<file path="src/rtl/urng_taus.sv">
// Dual taus88 uniform RNG for a Box-Muller stage: u0 (48b) = {A.out, B.out[31:16]}, u1 (16b) = B.out[15:0].
// Latency: first sample one cycle after WARMUP steps; then one sample per cycle. Backpressure: out_valid/out_ready, sample held until accepted.
// Optional: define URNG_SEED_FIX_EN to force degenerate seed words to usable values on reseed.
module urng_taus #(
   parameter int unsigned WARMUP = 16
) (
   input  logic        clk,
   input  logic        reset,
   input  logic        seed_wr,
   input  logic [31:0] seed_data,
   input  logic        out_ready,
   output logic [47:0] u0,
   output logic [15:0] u1,
   output logic        out_valid,
   output logic        busy
);

   typedef enum logic {WARMUP_ST, RUN_ST} state_t;

   localparam logic [31:0] A1_DEF = 32'h12345678;
   localparam logic [31:0] A2_DEF = 32'h9ABCDEF0;
   localparam logic [31:0] A3_DEF = 32'h0F1E2D3C;
   localparam logic [31:0] B1_DEF = 32'h4B5A6978;
   localparam logic [31:0] B2_DEF = 32'h87654321;
   localparam logic [31:0] B3_DEF = 32'hDEADBEEF;
   localparam logic [7:0]  WU_LAST = 8'(WARMUP - 1);

   state_t      state;
   logic [7:0]  wcnt;
   logic [2:0]  cnt;
   logic [31:0] shadow [0:4];

   logic [31:0] a1, a2, a3, b1, b2, b3;
   logic [31:0] a1_n, a2_n, a3_n, b1_n, b2_n, b3_n;
   logic [31:0] a_out, b_out;
   logic        seed_last;
   logic        take;

   function automatic logic [31:0] step1(input logic [31:0] s);
      step1 = ((s & 32'hFFFFFFFE) << 12) ^ (((s << 13) ^ s) >> 19);
   endfunction

   function automatic logic [31:0] step2(input logic [31:0] s);
      step2 = ((s & 32'hFFFFFFF8) << 4) ^ (((s << 2) ^ s) >> 25);
   endfunction

   function automatic logic [31:0] step3(input logic [31:0] s);
      step3 = ((s & 32'hFFFFFFF0) << 17) ^ (((s << 3) ^ s) >> 11);
   endfunction

   // Each component needs some bit above its masked-off LSBs set, else it collapses to zero.
`ifdef URNG_SEED_FIX_EN
   function automatic logic [31:0] fix1(input logic [31:0] w);
      fix1 = (w < 32'd2) ? (w | 32'd2) : w;
   endfunction
   function automatic logic [31:0] fix2(input logic [31:0] w);
      fix2 = (w < 32'd8) ? (w | 32'd8) : w;
   endfunction
   function automatic logic [31:0] fix3(input logic [31:0] w);
      fix3 = (w < 32'd16) ? (w | 32'd16) : w;
   endfunction
`else
   function automatic logic [31:0] fix1(input logic [31:0] w);
      fix1 = w;
   endfunction
   function automatic logic [31:0] fix2(input logic [31:0] w);
      fix2 = w;
   endfunction
   function automatic logic [31:0] fix3(input logic [31:0] w);
      fix3 = w;
   endfunction
`endif

   always_comb begin
      a1_n  = step1(a1);
      a2_n  = step2(a2);
      a3_n  = step3(a3);
      b1_n  = step1(b1);
      b2_n  = step2(b2);
      b3_n  = step3(b3);
      a_out = a1_n ^ a2_n ^ a3_n;
      b_out = b1_n ^ b2_n ^ b3_n;
   end

   assign seed_last = seed_wr && (cnt == 3'd5);
   assign take      = (state == RUN_ST) && (!out_valid || out_ready);
   assign busy      = (state == WARMUP_ST) || (cnt != 3'd0);

   // Shadow needs no reset: cnt restarts at 0 and every word is rewritten before use.
   always_ff @(posedge clk) begin
      if (seed_wr && (cnt != 3'd5)) begin
         shadow[cnt] <= seed_data;
      end
   end

   always_ff @(posedge clk) begin
      if (reset) begin
         state     <= WARMUP_ST;
         wcnt      <= 8'd0;
         cnt       <= 3'd0;
         a1        <= A1_DEF;
         a2        <= A2_DEF;
         a3        <= A3_DEF;
         b1        <= B1_DEF;
         b2        <= B2_DEF;
         b3        <= B3_DEF;
         u0        <= 48'd0;
         u1        <= 16'd0;
         out_valid <= 1'b0;
      end else begin
         if (seed_wr) begin
            cnt <= (cnt == 3'd5) ? 3'd0 : cnt + 3'd1;
         end

         if (seed_last) begin
            // Reseed wins over stepping; a sample accepted this edge is the last of the old sequence.
            a1        <= fix1(shadow[0]);
            a2        <= fix2(shadow[1]);
            a3        <= fix3(shadow[2]);
            b1        <= fix1(shadow[3]);
            b2        <= fix2(shadow[4]);
            b3        <= fix3(seed_data);
            out_valid <= 1'b0;
            state     <= WARMUP_ST;
            wcnt      <= 8'd0;
         end else begin
            case (state)
               WARMUP_ST: begin
                  a1 <= a1_n;
                  a2 <= a2_n;
                  a3 <= a3_n;
                  b1 <= b1_n;
                  b2 <= b2_n;
                  b3 <= b3_n;
                  if (wcnt == WU_LAST) begin
                     state <= RUN_ST;
                     wcnt  <= 8'd0;
                  end else begin
                     wcnt <= wcnt + 8'd1;
                  end
               end
               RUN_ST: begin
                  if (take) begin
                     a1        <= a1_n;
                     a2        <= a2_n;
                     a3        <= a3_n;
                     b1        <= b1_n;
                     b2        <= b2_n;
                     b3        <= b3_n;
                     u0        <= {a_out, b_out[31:16]};
                     u1        <= b_out[15:0];
                     out_valid <= 1'b1;
                  end
               end
               default: state <= WARMUP_ST;
            endcase
         end
      end
   end

endmodule

</file>
<file path="config.mk">
export PLATFORM = sky130hd
export DESIGN_NAME = urng_taus
export DESIGN_NICKNAME = d
export VERILOG_FILES = /design/src/rtl/urng_taus.sv
export SDC_FILE = /design/constraint.sdc
export NUM_CORES = 1
export LEC_CHECK = 0
export CELL_PAD_IN_SITES_DETAIL_PLACEMENT = 0
export CELL_PAD_IN_SITES_GLOBAL_PLACEMENT = 1
export CORE_UTILIZATION = 43
export DETAILED_ROUTE_END_ITERATION = 10
export GPL_TIMING_DRIVEN = 0
export PLACE_DENSITY_LB_ADDON = 0.1
export SYNTH_ARGS = -nofsm -noshare
export SYNTH_HDL_FRONTEND = slang
export SYNTH_SLANG_ARGS = --single-unit
</file>
<file path="constraint.sdc">
create_clock -name clk -period 4.1 [get_ports clk]
set_input_delay 0.41 -clock clk [delete_from_list [all_inputs] [get_ports clk]]
set_output_delay 0.41 -clock clk [all_outputs]
set_load 0.02 [all_outputs]
</file>
==> impl_results.md, run 1 <==
- Synth Warn #: 0
- Worst setup EP type: primary output
- CP Max Fanout: 10
- Hold Path Class: reg2reg
- Max_cap viols: 0
- Num CTS Buffers: 44
- Critical path data required time: roughly 3.7 ns
- Via count: 13100
- IO buf count: 99
- DR DRC count: 0
- VDD IR max: between 300 and 400 µV
- PwrDens: slightly below 500 nW/µm²
- Initial Utilization: 0.438
- Synth Flop Type: dfxtp_1
- Root Driver: clkbuf_16
- Vias in the first global route: approximately 12000
- CP Cell Sequence: buf_2 > inv_1 > or4_1 > clkdlybuf4s50_1
- Synth Register Bits: 401
- Final setup vio count: 0
- Global-route wire length before repair: 89.5 mm
- Initial antenna violation count: 3
- DR WL/cell: around 27 µm
- H-Tree Depth: 2
- Setup CP Type: reg2out
- Pre-CTS WS: 1.07 ns
- CTS clk-pin slew, worst paths: 0.06 ns
- Share of cells above drive strength 1: 0.0727
- Fin crit share: 0.653
- Top cells by area, synth: dfxtp_1, edfxtp_1, xnor2_1, nand2_1, nor2_1
- Core Area: around 39000 µm²
- GPL Wtd Cong: 0.933
- Std-Cell Rows: 72
- Clk_lat worst skew: 0.58 ns
- Post-synth EDFFs: 148
- Outcome: finished, final reports clean
- Post-DP HPWL: 47.6 mm
- Final setup skew: 0.0193 ns
- Slowest cell on crit path: clkdlybuf4s50_1
- Final ANT Viol Nets: 0
- WP data arrival: 2.27 ns
- Largest net degree at the start of global routing: 14
- Global router's overall resource usage: 0.314
- Top-Level Pins: 102
- Minimum clock period: 2.68 ns
- Die H: 201 µm
- Final net count: around 1800
- Detailed Route WL: roughly 64 mm
- Register area share after synthesis: 0.559
- Rel. slew slack: 0.305
- Cell accounting for the most synthesized area: dfxtp_1
- Maximum clock frequency: approximately 370 MHz
- RSZ-0062 raised after global routing: no
- Post-CTS Setup Repair Bufs: 0
- Hold slack: 0.450 ns
- Most frequent cells in the layout: dfxtp_1, nand2_1, nor2_1
- Final worst setup slack: 1.42 ns
- Router iterations before antenna repair: 5
- Mapped Cells: approximately 1600
- Synth async-reset ratio: 0
- Sink Count: 401
- P_leak: 7.43 nW
- Crit start category: flop
- Clock buffer depth: 3
- Die footprint: between 40000 and 50000 µm²
- Commonest non-fill, non-tap cell in the layout: dfxtp_1
- Grt ovf: 0
- Final hold violation count: 0
- CP peak stage delay: 0.56 ns
- Count of final max-slew check failures: 0
- Area Overhead vs Synth: 19.3%
- Synthesized area: roughly 17000 µm²
- Via density: 5.57
- Number of DRC violations after detailed-routing iteration 0: between 1000 and 1500
- Hold_buf cts: 0
- Cts repair resizes: 0
- Post-Synthesis Net Count: ~1700
- Worst-margin pin slew: 1.04 ns
- Syn Area/Cell: 10.4 µm²
- Count of cell types in the netlist: 41
- Top cell type's share of synthesized area: 0.298
- CTS tree: built
- Die X: 201 µm
## critical path: cells and delay by family (launching register included)
family | cells | cell delay [ns]
buffers and inverters | 3 | 0.88
and+or+nand+nor | 1 | 0.53
DFF | 1 | 0.30
## state kept, by name, summed over array words and instances, names as in the netlist, 8 cells and up
signal  count
u0         48
a1         31
b3         28
b2         29
a2         29
wcnt        8
a3         28
u1         16
shadow    148
b1         31
## where the power goes
| part | total [W] | switching, W | internal (W) | leakage, nW |
|---|---|---|---|---|
| clock | 0.00398 | 0.00166 | 0.00233 | 0.687 |
| sequential | 0.00463 | 0.000274 | 0.00436 | 3.44 |
| combinational | 0.00142 | 0.000816 | 0.000608 | 3.30 |
## cells in the mapped netlist, types with 2 or more instances
cell,instances
clkbuf_1,71
dfxtp_1,253
nor2b_1,2
a211o_1,39
xnor3_1,11
buf_4,3
and4b_1,2
edfxtp_1,148
xor2_1,35
nor3_1,22
buf_1,5
nand4b_1,2
nand2_1,233
and3_1,56
buf_6,4
or3_1,7
o21bai_1,55
buf_2,45
nor2_1,218
xnor2_1,158
o211ai_1,22
mux2i_1,55
a21oi_1,64
inv_1,2
a211oi_1,107
## logic make-up after synthesis
| family | count (synthesis) | share of synthesized area |
|---|---|---|
| flip-flops | 401 | 0.559 |
| AND/OR/NAND/NOR | 551 | 0.136 |
| AO/OA/AOI/OAI | 291 | 0.122 |
| buffers and inverters | 131 | 0.0353 |
| multiplexers | 55 | 0.0323 |
| XOR/XNOR | 205 | 0.115 |
| adder cells (fa/ha/maj) | 1 | 0.000735 |
## stage by stage
stage / utilization / std cells / cell area (µm²) / power [W] / setup TNS [ns]
after CTS: 0.523 / 2347 / 20300 / 0.0100 / 0
after global placement: 0.481 / 2252 / 18700 / 0.00607 / -254.43
after global routing: 0.523 / 2347 / 20300 / 0.0103 / 0
after detailed placement: 0.486 / 2267 / 18900 / 0.00608 / 0
after floorplan: - / 1635 / 17000 / 0.00547 / 0
final: 0.523 / 2350 / 20300 / 0.0100 / 0
## worst paths after layout
path	start	to	slack [ns]	depth (start not counted)
worst min-delay path	u0[28]	u0[28]	0.45	2
worst max-delay path	state	busy	1.42	4
worst max register to register	cnt[2]	a3[21]	1.54	6
worst min register to register	u0[28]	u0[28]	0.45	2
## metal layers
metal,GRT usage,vias up,share of wire
met5,0,-,0.00019
met4,0.126,2,0.040
met2,0.438,703,0.41
li1,-,5981,-
met3,0.104,122,0.12
met1,0.445,6280,0.44
## final cells by class
class                   count  area [µm²]
fillers                  3551       18500
flip-flops and latches    401        9510
multi-input cells        1103        6950
clock buffers              65        1270
repair buffers            114        1170
well taps                 518         648
plain buffers             129         593
clock inverters            15         143
inverters                   2        7.51
diodes                      3        7.51
(Power assumes the default switching activity.)
==> run 2: changes to the inputs <==
--- a/config.mk
+++ b/config.mk
@@ -7,7 +7,7 @@
 export LEC_CHECK = 0
 export CELL_PAD_IN_SITES_DETAIL_PLACEMENT = 0
 export CELL_PAD_IN_SITES_GLOBAL_PLACEMENT = 1
-export CORE_UTILIZATION = 43
+export CORE_UTILIZATION = 47
 export DETAILED_ROUTE_END_ITERATION = 10
 export GPL_TIMING_DRIVEN = 0
 export PLACE_DENSITY_LB_ADDON = 0.1
==> constraint.sdc (replaced) <==
create_clock -name clk -period 2.6 [get_ports clk]
set_input_delay 0.26 -clock clk [delete_from_list [all_inputs] [get_ports clk]]
set_output_delay 0.26 -clock clk [all_outputs]
set_load 0.02 [all_outputs]
==> impl_results.md, run 2 (synthesized netlist as in run 1, its figures left out) <==
- Share of cells above drive strength 1: 0.0735
- Hold slack: 0.277 ns
- Top-Level Pins: 102
- DR WL/cell: 26.6 µm
- Post-CTS Setup Repair Bufs: 0
- Worst setup EP type: flop
- Worst R2R End: b3[10]
- Num CTS Buffers: 43
- DR DRC count: 0
- Largest regs: shadow: 148 flops, u0: 48 flops
- Sequential fraction of design power: 0.466
- Fin crit share: 0.973
- GPL Wtd Cong: 0.957
- Reg2reg start: cnt[1]
- Clock power frac: 0.394
- Final setup vio count: 0
- VDD IR max: 553 µV
- Clk_lat worst skew: 0.58 ns
- CTS clk-pin slew, worst paths: around 0.06 ns
- Most frequent cells in the layout: dfxtp_1, nand2_1, nor2_1
- Reg-to-reg slack, setup: 0.07 ns
- Final ANT Viol Nets: 0
- Router iterations before antenna repair: 5
- Hold Crit Start: reset
- Met3 Use GR: 0.0666
- Placed Cells: around 2200
- H-Tree Depth: 2
- Global router's overall resource usage: 0.335
- Die footprint: 37000 µm²
- Minimum clock period: 2.53 ns
- Core Area: 35600 µm²
- Met2 GRT Util: 0.480
- Initial Utilization: 0.478
- Crit start category: flop
- Switch share: 0.270
- PwrDens: 776 nW/µm²
- Commonest non-fill, non-tap cell in the layout: dfxtp_1
- Detailed Route WL: 60.8 mm
- P_sw: 0.00424 W
- Setup CP Type: reg2reg
- Final setup skew: 0.0175 ns
- Global-route wire length before repair: 86.3 mm
- Vias in the first global route: 12100
- Hold Path Class: in2reg
- RSZ-0062 raised after global routing: no
- Post-DP HPWL: ~46 mm
- Number of DRC violations after detailed-routing iteration 0: 1518
- Die H: 192 µm
- Via count: 13100
- Clock buffer depth: 3
- Hold Path Stages: 2
- GRT met1 Usage: 0.505
- TNS Setup: 0 ns
- Critical path data required time: 3.07 ns
- Combinational power share: 0.140
- Via density: 5.73
- Worst-margin pin slew: 0.978 ns
- Global route hottest layer: met1
- Initial antenna violation count: 7
- P_leak: 7.41 nW
- Outcome: finished, final reports clean
- Count of final max-slew check failures: 0
- WP data arrival: approximately 3.0 ns
- Largest register FFs: between 100 and 150
- Int Pwr: 0.0115 W
- CTS tree: built
- Biggest register: shadow
- Grt ovf: 0
- Register-to-Register Path Depth: 5
- IO buf count: 99
- Die X: 192 µm
- Max_cap viols: 0
- Tot Pwr: 0.0157 W
- CP Max Fanout: 10
- Std-Cell Rows: 69
- Sink Count: 401
- Final hold violation count: 0
- Area Overhead vs Synth: 18.8%
- Non-filler instance count after layout: 2285
- Largest net degree at the start of global routing: 17
- Hold endpoint: b3[12]
- Rel. slew slack: 0.348
- Root Driver: clkbuf_16
- Maximum clock frequency: 395 MHz
- Final net count: between 1500 and 2000
run 2: area by class of cell:
class / instances / area, µm²
inverter: 2 / 7.51
tap: 461 / 577
clock buffer: 67 / 1300
sequential: 401 / 9510
buffer: 129 / 594
clock inverter: 12 / 108
antenna: 1 / 2.50
multi-input combinational: 1103 / 6980
timing repair buffer: 109 / 1140
fill: 3207 / 15300
run 2: power by group through the flow:
stage	Sequential (W)	Clock, W	Combinational, W
2_1_floorplan	0.00722	0	0.00141
3_3_place_gp	0.00742	0	0.00210
3_5_place_dp	0.00742	0	0.00214
4_1_cts	0.00728	0.00622	0.00215
5_1_grt	0.00733	0.00646	0.00231
6_report	0.00731	0.00619	0.00220
run 2: worst max-delay path: stages, from the launching register on:
cell and delay (ns):
dfxtp_1 0.59, nand4b_1 0.36, buf_2 0.31, buf_1 0.58
a211oi_1 0.25, a211o_1 0.32
run 2: what timing repair did:
| action | CTS | global route |
|---|---|---|
| hold buffers | 0 | 0 |
| resized for setup | 0 | 4 |
| endpoints found under the setup margin | 0 | 45 |
| endpoints found under the hold margin | 0 | 0 |
run 2: how the worst max path moves through the flow:
stage                     to     from  cells after the start
2_1_floorplan  shadow[0][10]   cnt[2]                      2
3_3_place_gp   shadow[2][15]  seed_wr                      2
3_5_place_dp          b2[19]  seed_wr                      6
4_1_cts                 busy    state                      4
5_1_grt                a2[8]   cnt[2]                      6
6_report              b3[10]   cnt[1]                      5
run 2: metal layers:
layer / share of wire / up-vias / routed length (µm)
met2: 0.42 / 640 / 25600
met1: 0.45 / 6401 / 27400
met4: 0.025 / 0 / 1510
met5: 0 / - / 0
met3: 0.10 / 79 / 6300
li1: - / 5964 / -
run 2: metrics by stage:
stage | setup slack [ns] | utilization | area, µm²
finish | 0.0711 | 0.568 | 20200
global route | 0.00505 | 0.568 | 20200
CTS | 0.0605 | 0.568 | 20200
detailed placement | -0.232 | 0.529 | 18800
floorplan | -0.120 | - | 17000
global placement | -1.92 | 0.523 | 18600
